File: src/rtl/vec_mac_pkg.sv
// Shared types and the saturation helper for the MAC result requantiser.
// Used by mac_result_requant and its testbench.
package vec_mac_pkg;

  localparam int ACC_W = 32;
  localparam int OUT_W = 8;
  // Two bits of headroom above the accumulator width. They hold the bias sum
  // plus the rounding constant without wrap.
  localparam int SUM_W = ACC_W + 2;

  typedef logic signed [ACC_W-1:0] acc_t;
  typedef logic signed [OUT_W-1:0] qout_t;
  typedef logic signed [SUM_W-1:0] wide_t;

  localparam wide_t QMAX = (wide_t'(1) <<< (OUT_W - 1)) - wide_t'(1);
  localparam wide_t QMIN = -(wide_t'(1) <<< (OUT_W - 1));

  function automatic qout_t sat_to_out(input wide_t v);
    if (v > QMAX) begin
      return qout_t'(QMAX);
    end else if (v < QMIN) begin
      return qout_t'(QMIN);
    end else begin
      return qout_t'(v);
    end
  endfunction

endpackage

File: src/rtl/requant_fifo.sv
// Synchronous FIFO for quantised results, with a flush that clears the pointers.
// rdata_o shows the head entry and reads 0 while the FIFO is empty.
module requant_fifo #(
  parameter int WIDTH = 8,
  parameter int DEPTH = 4,
  localparam int AW = $clog2(DEPTH)
) (
  input  logic             clk_i,
  input  logic             rst_ni,
  input  logic             flush_i,
  input  logic             push_i,
  input  logic             pop_i,
  input  logic [WIDTH-1:0] wdata_i,
  output logic [WIDTH-1:0] rdata_o,
  output logic             full_o,
  output logic             empty_o,
  output logic [AW:0]      count_o
);

  logic [WIDTH-1:0] mem_q [DEPTH];
  logic [AW-1:0]    wr_ptr_q, rd_ptr_q;
  logic [AW:0]      count_q, count_d;
  logic             do_push, do_pop;

  assign empty_o = (count_q == '0);
  assign full_o  = (count_q == (AW+1)'(DEPTH));
  assign count_o = count_q;
  assign rdata_o = empty_o ? '0 : mem_q[rd_ptr_q];

  // A push into a full FIFO is accepted only when the head leaves in the same cycle.
  assign do_pop  = pop_i & ~empty_o;
  assign do_push = push_i & (~full_o | do_pop);

  always_comb begin
    count_d = count_q;
    case ({do_push, do_pop})
      2'b10:   count_d = count_q + (AW+1)'(1);
      2'b01:   count_d = count_q - (AW+1)'(1);
      default: count_d = count_q;
    endcase
  end

  always_ff @(posedge clk_i or negedge rst_ni) begin
    if (!rst_ni) begin
      wr_ptr_q <= '0;
      rd_ptr_q <= '0;
      count_q  <= '0;
    end else if (flush_i) begin
      wr_ptr_q <= '0;
      rd_ptr_q <= '0;
      count_q  <= '0;
    end else begin
      if (do_push) wr_ptr_q <= wr_ptr_q + AW'(1);
      if (do_pop)  rd_ptr_q <= rd_ptr_q + AW'(1);
      count_q <= count_d;
    end
  end

  always_ff @(posedge clk_i) begin
    if (do_push && !flush_i) mem_q[wr_ptr_q] <= wdata_i;
  end

endmodule

File: src/rtl/mac_result_requant.sv
// Requantises MAC results: bias add, rounding shift and saturation, then buffering in a FIFO.
// Define REQUANT_RELU_EN to clamp negative outputs to zero.
module mac_result_requant
  import vec_mac_pkg::*;
#(
  parameter int FIFO_DEPTH = 4,
  parameter int SHIFT_W    = $clog2(ACC_W),
  localparam int CNT_W     = $clog2(FIFO_DEPTH) + 1
) (
  input  logic               clk_i,
  input  logic               rst_ni,
  input  logic [ACC_W-1:0]   mac_result_i,
  input  logic               mac_done_i,
  input  logic [ACC_W-1:0]   bias_i,
  input  logic [SHIFT_W-1:0] shift_i,
  input  logic               flush_i,
  output logic [OUT_W-1:0]   out_data_o,
  output logic               out_valid_o,
  input  logic               out_ready_i,
  output logic [CNT_W-1:0]   fifo_count_o,
  output logic               overflow_o
);

  logic [ACC_W:0]     sum1_q, sum1_d;
  logic [SHIFT_W-1:0] shift1_q;
  logic               v1_q, v2_q;
  qout_t              q2_q, q2_d;
  wide_t              ext2, rnd2, shifted2;
  logic               overflow_q;
  logic               fifo_full, fifo_empty, fifo_pop;

  assign sum1_d = {mac_result_i[ACC_W-1], mac_result_i} + {bias_i[ACC_W-1], bias_i};

  // Adding half an LSB before the floor shift rounds half up.
  always_comb begin
    ext2     = {sum1_q[ACC_W], sum1_q};
    rnd2     = '0;
    if (shift1_q != '0) rnd2 = wide_t'(1) << (shift1_q - SHIFT_W'(1));
    shifted2 = (ext2 + rnd2) >>> shift1_q;
    q2_d     = sat_to_out(shifted2);
`ifdef REQUANT_RELU_EN
    if (q2_d[OUT_W-1]) q2_d = '0;
`endif
  end

  always_ff @(posedge clk_i or negedge rst_ni) begin
    if (!rst_ni) begin
      v1_q       <= 1'b0;
      v2_q       <= 1'b0;
      sum1_q     <= '0;
      shift1_q   <= '0;
      q2_q       <= '0;
      overflow_q <= 1'b0;
    end else begin
      v1_q     <= mac_done_i & ~flush_i;
      v2_q     <= v1_q & ~flush_i;
      sum1_q   <= sum1_d;
      shift1_q <= shift_i;
      q2_q     <= q2_d;
      if (flush_i) begin
        overflow_q <= 1'b0;
      end else if (v2_q && fifo_full && !fifo_pop) begin
        overflow_q <= 1'b1;
      end
    end
  end

  assign fifo_pop    = out_ready_i & ~fifo_empty;
  assign out_valid_o = ~fifo_empty;
  assign overflow_o  = overflow_q;

  requant_fifo #(
    .WIDTH (OUT_W),
    .DEPTH (FIFO_DEPTH)
  ) u_fifo (
    .clk_i   (clk_i),
    .rst_ni  (rst_ni),
    .flush_i (flush_i),
    .push_i  (v2_q),
    .pop_i   (out_ready_i),
    .wdata_i (q2_q),
    .rdata_o (out_data_o),
    .full_o  (fifo_full),
    .empty_o (fifo_empty),
    .count_o (fifo_count_o)
  );

endmodule

File: config.mk
export PLATFORM = sky130hd
export DESIGN_NAME = mac_result_requant
export DESIGN_NICKNAME = d
export VERILOG_FILES = /design/src/rtl/vec_mac_pkg.sv /design/src/rtl/requant_fifo.sv /design/src/rtl/mac_result_requant.sv
export SDC_FILE = /design/constraint.sdc
export NUM_CORES = 1
export LEC_CHECK = 0
export BUFFER_PORTS_ARGS = -buffer_cell sky130_fd_sc_hd__buf_2
export CELL_PAD_IN_SITES_DETAIL_PLACEMENT = 1
export CELL_PAD_IN_SITES_GLOBAL_PLACEMENT = 1
export CORE_MARGIN = 2
export CORE_UTILIZATION = 45
export CTS_CLUSTER_DIAMETER = 40
export DETAILED_ROUTE_END_ITERATION = 10
export PLACE_DENSITY_LB_ADDON = 0.1
export SETUP_SLACK_MARGIN = 0.05
export SYNTH_ARGS = -nofsm -noshare
export SYNTH_HDL_FRONTEND = slang
export SYNTH_SLANG_ARGS = --single-unit
File: constraint.sdc
create_clock -name clk_i -period 6.2 [get_ports clk_i]
set_input_delay 0.93 -clock clk_i [delete_from_list [all_inputs] [get_ports clk_i]]
set_output_delay 0.93 -clock clk_i [all_outputs]
set_load 0.02 [all_outputs]
Word-level counts from Yosys, hierarchy flattened
Memories as Yosys holds them, arrays and structs flattened.
Index checks and enable logic that the tools add are counted.
Storage, ports and cells
  output and inout port bits: 13
  input bits: 74
  RAM bits: 32
  flip-flop bits (word level): 56
  memories: 1
  logic and storage cells: 57
Memories
  u_fifo.mem_q: depth 4, bits a word 8, rd ports 1, clocked after Yosys merged registers in 0, write ports 1, line requant_fifo.sv:20  | logic [WIDTH-1:0] mem_q [DEPTH];
Cells by class
  bitwise logic cells: 8
  add/subtract/negate cells: 7
  reductions and logical operators: 11
  muxes and demuxes: 14
  equal/unequal tests: 3
  shifts and indexed selects: 2
  order comparisons: 2
Operator list (number)
  adder 33 x 34 -> 34 bit: 1
  greater-than comparator 34 x 8 -> 1 bit, second input constant: 1
  less-than comparator 34 x 8 -> 1 bit, second input constant: 1
  2-to-1 mux 34 bit: 1
  << shifter 1 x 5 -> 34 bit, first input constant: 1
  >>> shifter 34 x 5 -> 34 bit: 1
  adder 32 x 32 -> 33 bit: 1
  2-to-1 mux 8 bit: 3
  2-to-1 mux 2 bit: 4
  one-hot mux 3 bit (2 select lines): 1
  nonzero test 2 bit: 3
  nonzero test 5 bit: 1
  subtractor 5 x 1 -> 5 bit, second input constant: 1
  adder 2 x 1 -> 2 bit, second input constant: 2
  bitwise AND 1 bit: 4
  2-to-1 mux 1 bit: 4
  adder 3 x 1 -> 3 bit, second input constant: 1
  equality test 3 bit, second input constant: 1
  logical AND 1 bit: 3
  logical NOT 3 bit: 1
  2-to-1 mux 3 bit: 1
  inverter 1 bit: 3
  nonzero test 3 bit: 1
  subtractor 3 x 1 -> 3 bit, second input constant: 1
  4 further kinds: 5

Depth between registers and ports, before layout
  depth after elaboration: 8
  mapped depth: 23
  gate-level depth less buffers: 19

By module
Synthesis repeated with hierarchy kept, for this count alone.
Unflattened totals
  cells, all modules: 1154
  area total of the unflattened synthesis: 9591.7 µm²
By module, submodules not included
  mac_result_requant: sequential area each 1226.2 µm², times used 1, area each 7820.0 µm², cells each 1042
  requant_fifo: sequential area each 1136.1 µm², times used 1, area each 1771.7 µm², cells each 112

Worst setup path after synthesis
OpenSTA, ideal clock, no wires.
  kind: register -> register
  start point: reg shift1_q[2]
  end point: reg q2_q[0]
  setup time: 0.141 ns
  path buffers: 4
  data arrival time: 5.000 ns
  clock period less this slack: 5.141 ns
  setup slack: 1.059 ns
  cell stages (with the launch flop): 22
  data required time: 6.059 ns
  cell sequence: dfrtp_1 clkbuf_1 clkinv_1 clkbuf_1 clkbuf_1 clkbuf_1 nand3_1 nor2_1 ha_1 a21o_1 or2_0 o32ai_1 nand2_1 o21ai_2 mux2i_1 nand3_1 and2_1 mux4_2 nor3_1 a31oi_1 o41ai_4 o21ai_1
Between the ends
  cells in the longest elaborated chain, start to end: 8
  elaborated cells on any way between the ends: 10
  those cells by class: add/sub: 2; order compare: 2; shift: 2; mux: 3; reduce/logical: 1
RTL lines
  start: declaration: line mac_result_requant.sv:25  | logic [SHIFT_W-1:0] shift1_q;
  start signal: assignment: line mac_result_requant.sv:58  | shift1_q <= shift_i;
  subtractor 5 x 1 -> 5 bit: line mac_result_requant.sv:38  | if (shift1_q != '0) rnd2 = wide_t'(1) << (shift1_q - SHIFT_W'(1));
  << shifter 1 x 5 -> 34 bit: line mac_result_requant.sv:38
  2-to-1 mux 34 bit: line mac_result_requant.sv:38
  adder 33 x 34 -> 34 bit: line mac_result_requant.sv:39  | shifted2 = (ext2 + rnd2) >>> shift1_q;
  >>> shifter 34 x 5 -> 34 bit *: line mac_result_requant.sv:39
  less-than comparator 34 x 8 -> 1 bit: line vec_mac_pkg.sv:21  | end else if (v < QMIN) begin
  2-to-1 mux 8 bit: line vec_mac_pkg.sv:21
  2-to-1 mux 8 bit *: line vec_mac_pkg.sv:19  | if (v > QMAX) begin
  named net q2_d[0]: line mac_result_requant.sv:27  | qout_t q2_q, q2_d;
  end signal: assignment: line mac_result_requant.sv:59  | q2_q <= q2_d;
  end: declaration: line mac_result_requant.sv:27
The timed path passes the listed nets; every way through them passes the cells marked *.
A chain may end at the register's enable or synchronous reset.

Worst setup path after layout
  start point: reg shift1_q[1]
  end point: reg q2_q[4]
The elaborated chain is that of the path after synthesis.

==> flow_summary.html <==
<table>
<tr><th>Metric</th><th>Value</th></tr>
<tr><th colspan="2">Global routing</th></tr>
<tr><td>Initial antenna violation count</td><td>0</td></tr>
<tr><td>GRT Util Overall</td><td>30.7%</td></tr>
<tr><td>Via count of the first global-routing pass</td><td>9892</td></tr>
<tr><td>Remaining global-route overflow</td><td>0</td></tr>
<tr><td>Wire length of the first global-routing pass</td><td>54.4 mm</td></tr>
<tr><td>Largest net degree at the start of global routing</td><td>57</td></tr>
<tr><th colspan="2">Clocking</th></tr>
<tr><td>Number of clock buffers inserted by TritonCTS</td><td>9</td></tr>
<tr><td>Hold bufs inserted after CTS</td><td>0</td></tr>
<tr><td>Clock insertion delay at the later pin of the skew report</td><td>0.37 ns</td></tr>
<tr><td>Root Buffer</td><td>sky130_fd_sc_hd__clkbuf_16</td></tr>
<tr><td>Clock-pin transition on the worst setup and hold timing paths</td><td>0.08 ns</td></tr>
<tr><td>CTS-repair resized insts</td><td>0</td></tr>
<tr><td>TritonCTS Sinks</td><td>88</td></tr>
<tr><td>Count of H-tree levels built during CTS</td><td>3</td></tr>
<tr><td>Deepest clock path buffer count</td><td>2</td></tr>
<tr><td>Clock tree from TritonCTS</td><td>yes</td></tr>
<tr><td>Post-CTS Setup Inserts</td><td>0</td></tr>
<tr><th colspan="2">Route</th></tr>
<tr><td>DRC violations left</td><td>0</td></tr>
<tr><td>Post-detailed-route count of antenna-violating nets</td><td>0</td></tr>
<tr><td>Via count normalized by instance count</td><td>6.44</td></tr>
<tr><td>Avg WL per Cell</td><td>22.9 um</td></tr>
<tr><td>DRT Pass-1 Iters</td><td>5</td></tr>
<tr><td>Number of DRC markers in iteration 0</td><td>694</td></tr>
<tr><td>DR vias</td><td>9740</td></tr>
<tr><td>Total Wirelength</td><td>34.6 mm</td></tr>
<tr><th colspan="2">Logic synthesis</th></tr>
<tr><td>Sequential fraction of the synthesis area</td><td>24.1%</td></tr>
<tr><td>Dominant synthesized flop cell</td><td>sky130_fd_sc_hd__dfrtp_1</td></tr>
<tr><td>Count of unique library cells instantiated by Yosys</td><td>109</td></tr>
<tr><td>Post-synthesis average cell area</td><td>8.35 um2</td></tr>
<tr><td>Most area-hungry cell type in the Yosys netlist</td><td>sky130_fd_sc_hd__dfrtp_1</td></tr>
<tr><td>Net count after synthesis</td><td>1317</td></tr>
<tr><td>Synthesized instance count</td><td>1172</td></tr>
<tr><td>Fraction of synthesized cell area taken by the top area cell type</td><td>14.3%</td></tr>
<tr><td>Number of flops mapped to enable cells by yosys</td><td>32</td></tr>
<tr><td>Synth Warn #</td><td>0</td></tr>
<tr><td>Leading post-synthesis cells by cell area</td><td>sky130_fd_sc_hd__dfrtp_1, sky130_fd_sc_hd__edfxtp_1, sky130_fd_sc_hd__ha_1, sky130_fd_sc_hd__nor2_1, sky130_fd_sc_hd__nand2_1</td></tr>
<tr><td>Async set-reset flop share out of synthesis</td><td>63.6%</td></tr>
<tr><td>Count of state elements after synthesis</td><td>88</td></tr>
<tr><td>Mapped Area</td><td>9790 um2</td></tr>
<tr><th colspan="2">Placed design</th></tr>
<tr><td>Gpl congestion</td><td>0.907</td></tr>
<tr><td>Setup slack after placement</td><td>0.502 ns</td></tr>
<tr><td># port buffers</td><td>86</td></tr>
<tr><td>Placed wire-length estimate after detailed placement</td><td>27.1 mm</td></tr>
<tr><th colspan="2">STA</th></tr>
<tr><td>Worst Max-Slew Pin Slew</td><td>0.803 ns</td></tr>
<tr><td>Relative slew slack</td><td>46.4%</td></tr>
<tr><td>Min setup slack post-route</td><td>0.479 ns</td></tr>
<tr><td>Upper clock frequency limit</td><td>0.175 GHz</td></tr>
<tr><td>Unrepaired setup endpoints after global routing</td><td>no</td></tr>
<tr><td>Setup Skew</td><td>0.00904 ns</td></tr>
<tr><td>Ratio of final minimum period to clock period</td><td>92.3%</td></tr>
<tr><td>Accumulated negative setup slack</td><td>0 ns</td></tr>
<tr><td>Minimum period implied by the final worst setup slack</td><td>5.72 ns</td></tr>
<tr><td>Max-slew violation total from the final report</td><td>0</td></tr>
<tr><td>Number of endpoints with negative hold slack in the final report</td><td>0</td></tr>
<tr><td>Final setup violation count</td><td>0</td></tr>
<tr><th colspan="2">Setup path</th></tr>
<tr><td>Worst path top cell family by delay</td><td>compound AO/OA/AOI/OAI gates</td></tr>
<tr><td>Critical Path Fanout Max</td><td>12</td></tr>
<tr><td>Largest stage delay, worst path</td><td>0.58 ns</td></tr>
<tr><td>Critical path type</td><td>reg2reg</td></tr>
<tr><td>Endpoint required time on the critical path</td><td>6.49 ns</td></tr>
<tr><td>Arrival time of the worst setup path</td><td>6.01 ns</td></tr>
<tr><td>Cell seen most often among critical-path stages</td><td>sky130_fd_sc_hd__nand2_1</td></tr>
<tr><td>Count of buffer and inverter cells on the critical path</td><td>2</td></tr>
<tr><td>Slowest cell on the critical path</td><td>sky130_fd_sc_hd__a2111oi_4</td></tr>
<tr><td>CP Cell Sequence</td><td>inv_1 -&gt; nand2_1 -&gt; buf_4 -&gt; nor2_1 -&gt; ha_1 -&gt; nand4_1 -&gt; nor3_1 -&gt; nand2_1 -&gt; a211oi_1 -&gt; or3b_1 -&gt; a21oi_1 -&gt; a2111oi_4 -&gt; mux2i_1 -&gt; a221o_1 -&gt; a211o_1 -&gt; nor4_2 -&gt; a31oi_2 -&gt; o21ai_1</td></tr>
<tr><td>Critical Path Start Type</td><td>flop</td></tr>
<tr><td>Setup crit end kind</td><td>flop</td></tr>
<tr><th colspan="2">Die</th></tr>
<tr><td>Initial Utilization</td><td>46.3%</td></tr>
<tr><td># IOs</td><td>87</td></tr>
<tr><td>CORE AREA</td><td>21200 um2</td></tr>
<tr><td>Width of the chip</td><td>151 um</td></tr>
<tr><td>Total Die Area</td><td>22900 um2</td></tr>
<tr><td>Number of rows created at floorplan</td><td>53</td></tr>
<tr><td>Height of the die</td><td>151 um</td></tr>
<tr><th colspan="2">Power and ir drop</th></tr>
<tr><td>Power density over the cells</td><td>231 nW/um2</td></tr>
<tr><td>Worst voltage drop across the vdd grid</td><td>120 uV</td></tr>
<tr><td>Static Leakage</td><td>4.50 nW</td></tr>
<tr><th colspan="2">Min path</th></tr>
<tr><td>Type of the most critical hold path</td><td>reg2reg</td></tr>
<tr><th colspan="2">Run</th></tr>
<tr><td>Maximum Capacitance Violations</td><td>0</td></tr>
<tr><th colspan="2">Finish</th></tr>
<tr><td>Area Growth Syn to Fin</td><td>10.4%</td></tr>
<tr><td>Leading cell type in the layout, fill and taps excluded</td><td>sky130_fd_sc_hd__nor2_1</td></tr>
<tr><td>Number of fill cells</td><td>2579</td></tr>
<tr><td>Nets</td><td>1377</td></tr>
<tr><td>Layout cells sized above 1</td><td>16.7%</td></tr>
<tr><td>Top library cells by usage in the layout, fill and taps aside</td><td>sky130_fd_sc_hd__nor2_1, sky130_fd_sc_hd__nand2_1, sky130_fd_sc_hd__buf_2, sky130_fd_sc_hd__a21oi_1, sky130_fd_sc_hd__ha_1</td></tr>
<tr><td>Ant. Diodes</td><td>0</td></tr>
<tr><th colspan="2">Run status</th></tr>
<tr><td>Result of the run</td><td>complete, no violations</td></tr>
</table>
registers in the layout, indices dropped and copies added, names as in the netlist:
name / count
u_fifo.rd_ptr_q: 2
v2_q: 1
u_fifo.wr_ptr_q: 2
u_fifo.mem_q: 32
q2_q: 8
shift1_q: 5
overflow_o: 1
v1_q: 1
u_fifo.count_o: 3
sum1_q: 33
final cells by class:
| class | count | area [um2] | area share [%] |
|---|---|---|---|
| Clock buffer | 9 | 225 | 2.08 |
| Clock inverter | 7 | 76.3 | 0.706 |
| Inverter | 32 | 120 | 1.11 |
| Multi-Input combinational cell | 988 | 7050 | 65.2 |
| Sequential cell | 88 | 2360 | 21.9 |
| Tap cell | 275 | 344 | 3.18 |
| Timing Repair Buffer | 113 | 633 | 5.86 |
layer usage:
layer / vias up / global-route usage [%] / wire length (um) / part of all wire (%)
met3: 63 / 4.16 / 1590 / 4.6
met4: 0 / 10.6 / 1020 / 2.9
met5: - / 0 / 0 / 0
li1: 4614 / - / - / -
met2: 284 / 53.1 / 16800 / 48
met1: 4779 / 39.2 / 15200 / 44
worst register-to-register path: stages, from the launching register on:
cell	delay [ns]
sky130_fd_sc_hd__dfrtp_1	0.52
sky130_fd_sc_hd__inv_1	0.16
sky130_fd_sc_hd__nand2_1	0.31
sky130_fd_sc_hd__buf_4	0.33
sky130_fd_sc_hd__nor2_1	0.09
sky130_fd_sc_hd__ha_1	0.51
sky130_fd_sc_hd__nand4_1	0.27
sky130_fd_sc_hd__nor3_1	0.49
sky130_fd_sc_hd__nand2_1	0.10
sky130_fd_sc_hd__a211oi_1	0.41
sky130_fd_sc_hd__or3b_1	0.23
sky130_fd_sc_hd__a21oi_1	0.11
sky130_fd_sc_hd__a2111oi_4	0.58
sky130_fd_sc_hd__mux2i_1	0.15
sky130_fd_sc_hd__a221o_1	0.36
sky130_fd_sc_hd__a211o_1	0.31
sky130_fd_sc_hd__nor4_2	0.30
sky130_fd_sc_hd__a31oi_2	0.22
sky130_fd_sc_hd__o21ai_1	0.20
power breakdown:
| part | internal [mW] | total (mW) | switching [mW] | leakage (nW) |
|---|---|---|---|---|
| sequential | 0.682 | 0.737 | 0.0556 | 0.951 |
| combinational | 0.429 | 1.18 | 0.747 | 3.40 |
| clock | 0.289 | 0.578 | 0.289 | 0.150 |
stage by stage:
| stage | instances | total power [mW] | util (%) | hold WS (ns) | instance area [um2] |
|---|---|---|---|---|---|
| 2_1_floorplan | 1172 | 1.55 | - | 0.439 | 9790 |
| 3_3_place_gp | 1496 | 1.88 | 49.7 | 0.442 | 10500 |
| 3_5_place_dp | 1496 | 1.90 | 49.7 | 0.492 | 10500 |
| 4_1_cts | 1512 | 2.48 | 51.1 | 0.510 | 10800 |
| 5_1_grt | 1512 | 2.63 | 51.1 | 0.530 | 10800 |
| 6_report | 1512 | 2.49 | 51.1 | 0.497 | 10800 |
path summary, 6_finish.rpt:
| path | from | to | slack (ns) | cells past startpoint |
|---|---|---|---|---|
| max | shift1_q[1] | q2_q[4] | 0.48 | 18 |
| min reg2reg | v1_q | v2_q | 0.50 | 1 |
| max in group asynchronous | rst_ni | shift1_q[4] | 4.89 | 2 |
| min | v1_q | v2_q | 0.50 | 1 |
| max reg2reg | shift1_q[1] | q2_q[4] | 0.48 | 18 |
| min in group asynchronous | rst_ni | u_fifo.rd_ptr_q[1] | 0.69 | 2 |
kinds of logic (layout without fill, tap and decap cells):
logic type | count (synthesis) | count (layout) | synth area share (%)
and+or+nand+nor | 427 | 427 | 21.3
DFF | 88 | 88 | 24.1
adders and majority gates | 71 | 71 | 9.31
AOI/OAI and AO/OA | 390 | 390 | 29.9
xor gates and xnor gates | 48 | 48 | 4.37
muxes | 51 | 51 | 7.02
buffers and inverters | 96 | 161 | 3.86
other | 1 | 1 | 0.0383
Yosys cell counts (16+ instances only):
master / instances
sky130_fd_sc_hd__inv_1: 31
sky130_fd_sc_hd__a21oi_1: 74
sky130_fd_sc_hd__nor2_1: 126
sky130_fd_sc_hd__clkbuf_1: 45
sky130_fd_sc_hd__nand4_1: 23
sky130_fd_sc_hd__o2111ai_1: 18
sky130_fd_sc_hd__nand3_1: 41
sky130_fd_sc_hd__o21a_1: 17
sky130_fd_sc_hd__edfxtp_1: 32
sky130_fd_sc_hd__xnor2_1: 34
sky130_fd_sc_hd__mux2i_1: 27
sky130_fd_sc_hd__nor3_1: 25
sky130_fd_sc_hd__and2_1: 22
sky130_fd_sc_hd__a211oi_1: 23
sky130_fd_sc_hd__o211ai_1: 19
sky130_fd_sc_hd__a31oi_1: 18
sky130_fd_sc_hd__nand2_1: 104
sky130_fd_sc_hd__and3_1: 16
sky130_fd_sc_hd__a21o_1: 27
sky130_fd_sc_hd__o21ai_0: 51
sky130_fd_sc_hd__ha_1: 68
sky130_fd_sc_hd__dfrtp_1: 56
(Power assumes the default switching activity.)
